$ cat src/rtl/lc3_regfile_scoreboard.sv
// LC-3 register file with two combinational read ports, one write port, a pending-write
// scoreboard and the NZP condition-code register. Define WRITE_BYPASS_EN for write-to-read forwarding.
module lc3_regfile_scoreboard #(
   parameter int DATA_W   = 16,
   parameter int NUM_REGS = 8,
   localparam int ADDR_W  = $clog2(NUM_REGS)
) (
   input  logic              Clk,
   input  logic              Reset,
   input  logic              clear_all,
   input  logic              wr_en,
   input  logic [ADDR_W-1:0] wr_addr,
   input  logic [DATA_W-1:0] wr_data,
   input  logic              cc_en,
   input  logic              busy_set,
   input  logic [ADDR_W-1:0] busy_addr,
   input  logic [ADDR_W-1:0] rd1_addr,
   input  logic [ADDR_W-1:0] rd2_addr,
   output logic [DATA_W-1:0] rd1_data,
   output logic [DATA_W-1:0] rd2_data,
   output logic              rd1_busy,
   output logic              rd2_busy,
   output logic [2:0]        nzp,
   output logic              sb_err
);

   localparam logic [ADDR_W:0] LIMIT = (ADDR_W + 1)'(NUM_REGS);

   logic [DATA_W-1:0]   regs [NUM_REGS];
   logic [NUM_REGS-1:0] busy;
   logic [NUM_REGS-1:0] busy_next;
   logic [2:0]          nzp_next;
   logic                wr_ok;
   logic                bs_ok;
   logic                rd1_ok;
   logic                rd2_ok;
   logic                sb_hit;

   // Addresses beyond the last register exist only when NUM_REGS is not a power of two.
   assign wr_ok  = wr_en    && ({1'b0, wr_addr}   < LIMIT);
   assign bs_ok  = busy_set && ({1'b0, busy_addr} < LIMIT);
   assign rd1_ok = ({1'b0, rd1_addr} < LIMIT);
   assign rd2_ok = ({1'b0, rd2_addr} < LIMIT);

   always_comb begin
      busy_next = busy;
      if (wr_ok) busy_next[wr_addr] = 1'b0;
      if (bs_ok) busy_next[busy_addr] = 1'b1;
      sb_hit = bs_ok && busy[busy_addr] && !(wr_ok && (wr_addr == busy_addr));
   end

   always_comb begin
      nzp_next = nzp;
      if (wr_ok && cc_en) begin
         if (wr_data[DATA_W-1])    nzp_next = 3'b100;
         else if (wr_data == '0)   nzp_next = 3'b010;
         else                      nzp_next = 3'b001;
      end
   end

   always_ff @(posedge Clk or posedge Reset) begin
      if (Reset) begin
         for (int i = 0; i < NUM_REGS; i++) regs[i] <= '0;
         busy   <= '0;
         nzp    <= 3'b010;
         sb_err <= 1'b0;
      end else if (clear_all) begin
         for (int i = 0; i < NUM_REGS; i++) regs[i] <= '0;
         busy   <= '0;
         nzp    <= 3'b010;
         sb_err <= 1'b0;
      end else begin
         if (wr_ok) regs[wr_addr] <= wr_data;
         busy <= busy_next;
         nzp  <= nzp_next;
         if (sb_hit) sb_err <= 1'b1;
      end
   end

   always_comb begin
      rd1_data = '0;
      rd1_busy = 1'b0;
      rd2_data = '0;
      rd2_busy = 1'b0;
      if (rd1_ok) begin
         rd1_data = regs[rd1_addr];
         rd1_busy = busy[rd1_addr];
      end
      if (rd2_ok) begin
         rd2_data = regs[rd2_addr];
         rd2_busy = busy[rd2_addr];
      end
`ifdef WRITE_BYPASS_EN
      // Forward the in-flight write so a dependent read need not wait for the edge.
      if (wr_ok && !clear_all && (wr_addr == rd1_addr)) begin
         rd1_data = wr_data;
         rd1_busy = 1'b0;
      end
      if (wr_ok && !clear_all && (wr_addr == rd2_addr)) begin
         rd2_data = wr_data;
         rd2_busy = 1'b0;
      end
`endif
   end

endmodule
$ cat config.mk
export PLATFORM = sky130hd
export DESIGN_NAME = lc3_regfile_scoreboard
export DESIGN_NICKNAME = d
export VERILOG_FILES = /design/src/rtl/lc3_regfile_scoreboard.sv
export SDC_FILE = /design/constraint.sdc
export NUM_CORES = 1
export LEC_CHECK = 0
export CAP_MARGIN = 25
export CORE_MARGIN = 8
export CORE_UTILIZATION = 53
export CTS_CLUSTER_SIZE = 20
export DETAILED_ROUTE_END_ITERATION = 6
export PLACE_DENSITY = 0.88
export SLEW_MARGIN = 20
export SYNTH_ARGS = -nofsm -noshare
export SYNTH_HDL_FRONTEND = slang
export SYNTH_SLANG_ARGS = --single-unit
$ cat constraint.sdc
create_clock -name Clk -period 4.62 [get_ports Clk]
set_input_delay 1.155 -clock Clk [delete_from_list [all_inputs] [get_ports Clk]]
set_output_delay 1.155 -clock Clk [all_outputs]
set_load 0.03 [all_outputs]
== Word-level counts from Yosys, hierarchy flattened ==
Cells that the tools add are included.

* Bitwise operators: 6
* Mux-type cells: 30
* Reduce and logical (&&, ||, !) cells: 12
* Equal/unequal tests: 1
* Magnitude comparators: 10

{| class="wikitable"
|+ Operators by type and width
! kind !! count
|-
| $mux 128 || 2
|-
| $bwmux 128 || 1
|-
| $bmux 16 s3 || 2
|-
| $mux 16 || 5
|-
| $demux 16 s3 || 1
|-
| $mux 8 || 3
|-
| $logic_not 16->1 || 1
|-
| $lt 3x4->1 const B || 4
|-
| $ge 4x4->1 const B || 3
|-
| $not 3->4 || 3
|-
| $bmux 1 s3 || 3
|-
| $mux 3 || 3
|-
| $and 8x8->8 || 1
|-
| $not 8->8 || 1
|-
| $or 8x8->8 || 1
|-
| $logic_and 1x1->1 || 7
|-
| $mux 1 || 7
|-
| $demux 1 s3 || 2
|-
| $ge 3x1->1 const B || 2
|-
| $reduce_bool 2->1 || 3
|-
| $lt 4x1->1 const B || 1
|-
| $eq 3x3->1 || 1
|-
| $mux 2 || 1
|-
| $logic_not 1->1 || 1
|}

* Word-level logic and storage cells: 70
* Output and inout bits: 38
* Input bits: 34
* Bits in registers: 140

== Longest topological paths before layout ==
Gate-level depths: netlist (run 1).

* Depth after elaboration: 10
* Mapped depth: 7
* Mapped depth without buffers: 4

== Worst setup path after synthesis (run 1) ==
No wires, ideal clock.

* Path kind: input -> output
* Start point: input rd2_addr[0]
* End point: output rd2_data[2]
* Path buffers: 2
* Stages on the path: 4
* Setup slack: 1158 ps
* Arrival time: 2307 ps
* Required time: 3465 ps
* Cell sequence: buf_6 buf_6 mux4_1 mux2_2

* Cells in the longest elaborated chain, start to end: 4

{| class="wikitable"
|+ RTL lines
! item !! line !! text
|-
| from (decl) || 18 || <nowiki>input logic [ADDR_W-1:0] rd2_addr,</nowiki>
|-
| $not 3->4 (not written as such) || 90 || <nowiki>rd2_data = regs[rd2_addr];</nowiki>
|-
| $bmux 16 s3 || 90 ||
|-
| $mux 16 (not written as such) (2 in a row) || 90 ||
|-
| to (decl) || 20 || <nowiki>output logic [DATA_W-1:0] rd2_data,</nowiki>
|}

Every way passes these cells. The select of a mux whose other input is x is not followed.

== Worst setup path in the final report (run 1) ==
* Start point: input rd1_addr[1]
* End point: output rd1_busy

* Cells in the longest elaborated chain, start to end: 2

{| class="wikitable"
|+ RTL lines
! item !! line !! text
|-
| from (decl) || 17 || <nowiki>input logic [ADDR_W-1:0] rd1_addr,</nowiki>
|-
| $bmux 1 s3 || 87 || <nowiki>rd1_busy = busy[rd1_addr];</nowiki>
|-
| $mux 1 (not written as such) || 87 ||
|-
| to (decl) || 21 || <nowiki>output logic rd1_busy,</nowiki>
|}

Every way passes these cells. The select of a mux whose other input is x is not followed.

==> qor_table.md, run 1 <==
| Group | Item | Value |
|:---|:---|:---|
| sta | Setup_tns | 0 ns |
| sta | Worst slew slack as a fraction of its limit | 23.94% |
| routing | Remaining antenna violation count | 0 |
| layout | Share of layout cells above drive strength 1 | 14.91% |
| placement | Placed standard-cell area | 0.008798 mm^2 |
| routing | WL/cell | 23.98 um |
| floorplan | Overall die height | 139.5 um |
| global routing | Vias in the first global route | 7051 |
| power | Part of the total power dissipated in the clock network | 44.5% |
| floorplan | Standard cell core area | 0.01503 mm^2 |
| sta | Setup Viol. Count Final | 0 |
| power | Share of power burned in combinational logic | 11.9% |
| floorplan | Effective utilization at floorplan | 53.76% |
| global routing | Overflow left after global routing | 0 |
| power | Switching power | 0.7299 mW |
| layout | Fin nets | 844 |
| layout | Post-route design area | 0.009350 mm^2 |
| floorplan | Die area | 0.01946 mm^2 |
| sta | Highest attainable clock frequency | 231.4 MHz |
| sta | Final critical-path setup slack | 0.2982 ns |
| layout | Area taken by flip-flops and latches | 0.003505 mm^2 |
| setup path | CP Capture Type | output port |
| power | Pwr Density | 312.9 mW/mm^2 |
| floorplan | Width of the die | 139.5 um |
| clocking | Count of buffers added by post-CTS timing repair for setup | 0 |
| global routing | First-pass GRT wire length | 37.90 mm |
| routing | Via-per-instance ratio | 6.774 |
| power | Share of total power in sequential cells | 43.6% |
| sta | Number of pins exceeding their max-slew limit in the final report | 0 |
| clocking | Number of clock buffers inserted by TritonCTS | 17 |
| setup path | Cells along the critical path | clkdlybuf4s50_1, buf_12, mux4_1, mux2_2, clkdlybuf4s50_1 |
| setup path | Critical-path cell with the highest stage delay | clkdlybuf4s50_1 |
| floorplan | Site row count | 45 |
| layout | Fillcell total | 1127 |
| clocking | # H-tree levels | 4 |
| placement | RD Place Congestion | 0.8182 |
| placement | Number of buffer cells added on primary ports | 71 |
| clocking | Clock latency on the worst-skew pair | 0.43 ns |
| sta | Minimum clock period after layout | 4.322 ns |
| routing | DRC violations left | 0 |
| logic synthesis | Syn Inst Count | 776 |
| routing | Initial DRT Pass Iterations | 5 |
| power | Int Power | 2.196 mW |
| setup path | Delay of the slowest cell on the worst path | 0.60 ns |
| clocking | Clock Sink Count | 140 |
| setup path | Critical Path RT | 3.46 ns |
| global routing | Antenna violations before repair | 0 |
| power | Sw Share | 24.95% |
| power | Leakage power | 4.001 nW |
| sta | Ratio of final minimum period to clock period | 93.55% |
| layout | Diodes inserted | 0 |
| routing | Total length of routed wires | 24.13 mm |
| layout | Area of the multi-input gates | 0.004146 mm^2 |
| logic synthesis | Total nets after synthesis | 810 |
| power | Maximum ir drop on the vdd rail | 293.1 uV |
| logic synthesis | Number of warnings reported in the yosys synthesis log | 0 |
| logic synthesis | Number of register bits inferred by synthesis | 140 |
| power | Final Power | 2.926 mW |
| sta | Tightest Pin Transition | 1.138 ns |
| setup path | Critical path fanouts, max | 34 |
| placement | Worst setup slack after placement | 0.3248 ns |
| logic synthesis | Avg Synthesized Cell Area | 10.41 um^2 |
| setup path | Worst Path Arrival | 3.17 ns |
| clocking | Count of cells resized by post-cts repair | 0 |
| worst hold path | Path category of the worst min-delay check | flop to flop |
| setup path | Critical path launch point type | input port |
| run status | Outcome | completed |
| job | Max-cap violations | 0 |
| sta | Number of hold violations in the final report | 0 |
| clocking | Clock tree from TritonCTS | built |
| global routing | Global routing usage summed across all routing layers | 25.04% |
| sta | Worst-case clock skew | 0.003800 ns |
| clocking | Clk root buf | clkbuf_16 |
| logic synthesis | Number of distinct standard cells referenced by the synthesized netlist | 30 |
| setup path | Cell mode on critical path | clkdlybuf4s50_1 |
| setup path | Worst setup path class | input port to output port |
| layout | Growth of design area from synthesis to finish | 15.70% |
| clocking | Hold buffer count at CTS | 0 |
| placement | Half-perimeter wire length after detailed placement | 14.03 mm |
| clocking | Buffers from clock root to sink, at most | 2 |
| floorplan | I/O pins | 72 |
| logic synthesis | Total standard cell area after synthesis | 0.008082 mm^2 |
| sta | RSZ-0062 raised after global routing | no |
| routing | Via total after detailed routing | 6815 |
| logic synthesis | Seq/Total Area, Yosys | 43.37% |
| routing | 1st-iter DRT viols | 896 |
| clocking | Clock transition at the register clock pins on the worst setup and hold paths after CTS | 0.06 ns |
| global routing | Pin count of the biggest net entering global routing | 141 |
==> path summary, 6_finish.rpt <==
kind,start,endpoint,slack (ns),cells after the start
max,rd1_addr[1],rd1_busy,0.30,5
min,nzp[2],nzp[2],0.52,2
max reg2reg,busy[5],sb_err,3.30,3
min reg2reg,nzp[2],nzp[2],0.52,2
max in group asynchronous,Reset,regs[80],2.76,3
min in group asynchronous,Reset,regs[40],1.31,3
==> final cells by class <==
cell class / instances / share of cell area (%)
multi-input combinational: 553 / 44.35
sequential: 140 / 37.48
timing repair buffer: 90 / 9.554
clock buffer: 24 / 5.045
tap: 188 / 2.516
clock inverter: 3 / 0.6958
inverter: 8 / 0.3613
==> cell usage after synthesis <==
cell / count / area, um^2
nand2_1: 265 / 994.7
dfrtp_1: 139 / 3478
a21oi_1: 129 / 645.6
mux4_1: 49 / 1287
clkbuf_1: 48 / 180.2
mux2_2: 34 / 382.9
mux4_2: 20 / 450.4
buf_6: 12 / 135.1
buf_2: 9 / 45.04
inv_1: 8 / 30.03
nand2b_1: 7 / 43.79
o32ai_1: 7 / 61.31
nand3_1: 5 / 25.02
nor2_1: 5 / 18.77
nor2_2: 5 / 31.28
nor4_1: 5 / 31.28
buf_4: 4 / 30.03
nand3b_1: 3 / 22.52
nand4_1: 3 / 18.77
nor2b_1: 3 / 18.77
xnor2_1: 3 / 26.28
clkbuf_2: 2 / 10.01
nor4b_1: 2 / 17.52
o2111ai_1: 2 / 17.52
o21ai_0: 2 / 10.01
a211o_1: 1 / 8.760
a22oi_1: 1 / 7.510
dfstp_2: 1 / 26.28
nor3_2: 1 / 10.01
nor3_4: 1 / 16.27
==> metrics by stage <==
stage / hold WS, ns / util [%] / instances
6_report: 0.5233 / 62.20 / 1006
5_1_grt: 0.5544 / 62.20 / 1006
4_1_cts: 0.5279 / 62.10 / 1005
3_5_place_dp: 0.5180 / 58.53 / 978
3_3_place_gp: 0.5101 / 58.34 / 977
2_1_floorplan: 0.5050 / - / 776
==> power by group through the flow <==
stage | Clock [mW] | Sequential (mW) | Combinational [mW]
2_1_floorplan | 0 | 1.29 | 0.226
3_3_place_gp | 0 | 1.29 | 0.330
3_5_place_dp | 0 | 1.30 | 0.340
4_1_cts | 1.30 | 1.27 | 0.343
5_1_grt | 1.36 | 1.28 | 0.367
6_report | 1.30 | 1.28 | 0.347
==> registers in the layout, summed over array words and instances, names as in the netlist <==
register / flops
nzp: 3
sb_err: 1
busy: 8
regs: 128
==> logic make-up after synthesis <==
group,count (synthesis),synth area share (%)
compound gates,142,9.289
xor+xnor,3,0.3252
buf+inv,83,5.326
flops,140,43.37
mux,103,26.24
simple gates,305,15.45
==> metal layers <==
layer	share of wire, %	GRT usage [%]	up-vias
met5	0	0	-
met4	5.1	15.48	0
met3	10	6.259	124
met2	49	40.51	493
met1	35	29.71	3378
li1	-	-	2820
==> layout by cell type, fill, tap and decap left out, types with 2 or more instances in the layout <==
cell / count
bufinv_16: 2
clkbuf_8: 2
buf_12: 5
o21ai_0: 2
nand3b_1: 3
nor4_1: 5
buf_2: 2
nand4_1: 3
nor2b_1: 3
inv_1: 7
xnor2_1: 3
clkbuf_16: 17
buf_4: 28
a21oi_1: 129
o32ai_1: 7
o2111ai_1: 2
clkdlybuf4s50_1: 53
mux2_2: 34
nor2_2: 5
mux4_1: 49
nor2_1: 5
nand2b_1: 7
mux4_2: 20
clkbuf_1: 5
nor4b_1: 2
nand3_1: 5
dfrtp_1: 139
nand2_1: 265
==> worst max-delay path, delay by kind of cell <==
family | cells | cell delay (ns)
multiplexers | 2 | 0.64
buffers and inverters | 3 | 1.36
(Power assumes the default switching activity.)
==> run 2, diff against run 1 <==
--- a/config.mk
+++ b/config.mk
@@ -7,10 +7,11 @@
 export LEC_CHECK = 0
 export CAP_MARGIN = 25
 export CORE_MARGIN = 8
-export CORE_UTILIZATION = 53
+export CORE_UTILIZATION = 40
 export CTS_CLUSTER_SIZE = 20
 export DETAILED_ROUTE_END_ITERATION = 6
-export PLACE_DENSITY = 0.88
+export GPL_TIMING_DRIVEN = 0
+export PLACE_DENSITY = 0.7
 export SLEW_MARGIN = 20
 export SYNTH_ARGS = -nofsm -noshare
 export SYNTH_HDL_FRONTEND = slang
==> constraint.sdc (replaced) <==
create_clock -name Clk -period 4.2 [get_ports Clk]
set_input_delay 1.05 -clock Clk [delete_from_list [all_inputs] [get_ports Clk]]
set_output_delay 1.05 -clock Clk [all_outputs]
set_load 0.03 [all_outputs]
==> qor_table.md, run 2 (same netlist as run 1, synthesis figures left out) <==
| Group | Item | Value | Delta |
|:---|:---|:---|:---|
| placement | Placed standard-cell area | 0.008991 mm^2 | was 0.008798 mm^2 |
| layout | Top flop regs | regs x128, busy x8, nzp x3 | unchanged |
| floorplan | Effective utilization at floorplan | 40.33% | was 53.76% |
| setup path | Critical path fanouts, max | 10 | was 34 |
| layout | Diodes inserted | 0 | unchanged |
| setup path | Worst Path Arrival | 3.10 ns | was 3.17 ns |
| sta | Minimum clock period after layout | 4.146 ns |  |
| clocking | Hold buffer count at CTS | 0 | unchanged |
| floorplan | Overall die height | 158.1 um | was 139.5 um |
| global routing | Antenna violations before repair | 0 | unchanged |
| sta | Worst slew slack as a fraction of its limit | 34.99% | was 23.94% |
| routing | 1st-iter DRT viols | 687 | was 896 |
| setup path | CP Capture Type | output port | unchanged |
| power | Leakage power | 4.065 nW | was 4.001 nW |
| job | Max-cap violations | 0 | unchanged |
| setup path | Worst setup path class | input port to output port | unchanged |
| sta | Setup Viol. Count Final | 0 | unchanged |
| layout | Top reg by flops | regs | unchanged |
| global routing | Vias in the first global route | 6912 | was 7051 |
| global routing | First-pass GRT wire length | 40.29 mm | was 37.90 mm |
| clocking | Buffers from clock root to sink, at most | 2 | unchanged |
| layout | Most common library cell in the layout ignoring fill and taps | nand2_1 | unchanged |
| layout | Highest-count cells in the layout ignoring fill and taps | nand2_1, dfrtp_1, a21oi_1 | unchanged |
| clocking | Clock Sink Count | 140 | unchanged |
| routing | Via-per-instance ratio | 5.986 | was 6.774 |
| clocking | Number of clock buffers inserted by TritonCTS | 17 | unchanged |
| global routing | Global routing usage summed across all routing layers | 21.77% | was 25.04% |
| clocking | Count of cells resized by post-cts repair | 6 | was 0 |
| layout | Utilization after layout | 48.20% | was 62.20% |
| clocking | # H-tree levels | 4 | unchanged |
| clocking | Clk root buf | clkbuf_16 | unchanged |
| floorplan | Standard cell core area | 0.02004 mm^2 | was 0.01503 mm^2 |
| routing | Initial DRT Pass Iterations | 5 | unchanged |
| worst hold path | Path category of the worst min-delay check | flop to flop | unchanged |
| placement | Number of buffer cells added on primary ports | 46 | was 71 |
| sta | Worst-case clock skew | 0.007814 ns | was 0.003800 ns |
| routing | WL/cell | 23.58 um | was 23.98 um |
| floorplan | Die area | 0.02501 mm^2 | was 0.01946 mm^2 |
| layout | Share of layout cells above drive strength 1 | 15.37% | was 14.91% |
| power | Maximum ir drop on the vdd rail | 294.6 uV | was 293.1 uV |
| clocking | Clock latency on the worst-skew pair | 0.43 ns | about the same |
| setup path | Critical Path RT | 3.15 ns | was 3.46 ns |
| floorplan | I/O pins | 72 | unchanged |
| sta | Tightest Pin Transition | 0.9752 ns | was 1.138 ns |
| routing | Remaining antenna violation count | 0 | unchanged |
| clocking | Clock tree from TritonCTS | built | unchanged |
| layout | Fin nets | 880 | was 844 |
| layout | Post-route design area | 0.009658 mm^2 | was 0.009350 mm^2 |
| layout | Growth of design area from synthesis to finish | 19.51% | was 15.70% |
| clocking | Count of buffers added by post-CTS timing repair for setup | 0 | unchanged |
| global routing | Overflow left after global routing | 0 | unchanged |
| power | Pwr Density | 363.0 mW/mm^2 | was 312.9 mW/mm^2 |
| clocking | Clock transition at the register clock pins on the worst setup and hold paths after CTS | 0.06 ns | about the same |
| routing | DRC violations left | 0 | unchanged |
| routing | Total length of routed wires | 26.62 mm | was 24.13 mm |
| sta | Highest attainable clock frequency | 241.2 MHz |  |
| run status | Outcome | completed | unchanged |
| placement | Half-perimeter wire length after detailed placement | 17.79 mm | was 14.03 mm |
| routing | Via total after detailed routing | 6758 | was 6815 |
| sta | Ratio of final minimum period to clock period | 98.70% |  |
| sta | Number of pins exceeding their max-slew limit in the final report | 0 | unchanged |
| floorplan | Width of the die | 158.1 um | was 139.5 um |
| floorplan | Site row count | 52 | was 45 |
| setup path | Critical path launch point type | input port | unchanged |
| placement | RD Place Congestion | 0.8968 | was 0.8182 |
| sta | Number of hold violations in the final report | 0 | unchanged |
| layout | Max reg flops | 128 | unchanged |
| sta | RSZ-0062 raised after global routing | no | unchanged |
| global routing | Pin count of the biggest net entering global routing | 31 | was 141 |
[run 2: critical path: stages]
cell and delay [ns]:
buf_2 0.23, clkbuf_1 0.77, mux2_2 0.44, clkdlybuf4s50_1 0.61
[run 2: through the flow]
step	TNS [ns]	cells	power, mW	hold WS (ns)	setup WS, ns
finish	0	1129	3.506	0.5298	0.05441
global route	0	1129	3.574	0.5501	0.03483
global placement	-1.212	1092	1.801	0.5121	-0.06716
CTS	0	1129	3.497	0.5333	0.08611
floorplan	0	776	1.671	0.5050	0.9482
detailed placement	-1.297	1097	1.821	0.5247	-0.1044
[run 2: worst paths after layout]
kind	start	slack, ns	depth (start not counted)	end
setup / recovery	rd2_addr[2]	0.05	4	rd2_data[9]
hold / removal	nzp[2]	0.53	2	nzp[2]
setup reg to reg	busy[7]	2.85	3	sb_err
hold reg to reg	nzp[2]	0.53	2	nzp[2]
max in group asynchronous	Reset	2.11	6	regs[98]
min in group asynchronous	Reset	0.95	2	regs[14]
[run 2: layout make-up]
| class | instances | area [um^2] |
|---|---|---|
| repair buffers | 51 | 568.0 |
| clock inverters | 11 | 188.9 |
| clock buffers | 21 | 470.5 |
| fillers | 1820 | 10380 |
| inverters | 8 | 33.78 |
| plain buffers | 75 | 407.9 |
| well taps | 270 | 337.8 |
| flip-flops and latches | 140 | 3505 |
| multi-input cells | 553 | 4146 |
[run 2: power by group]
part	switching, mW	internal (mW)	leakage, nW	total, mW
combinational	0.254	0.147	1.81	0.401
sequential	0.0226	1.38	1.94	1.40
clock	0.604	1.10	0.319	1.70
[run 2: routing by layer]
layer  share of wire, %  vias to the layer above  global-route usage, %
met5                  0                        -                      0
met4                3.8                        0                  10.37
met3                9.9                       74                  6.006
met2                 48                      381                  34.67
met1                 39                     3399                  26.99
li1                   -                     2904                      -
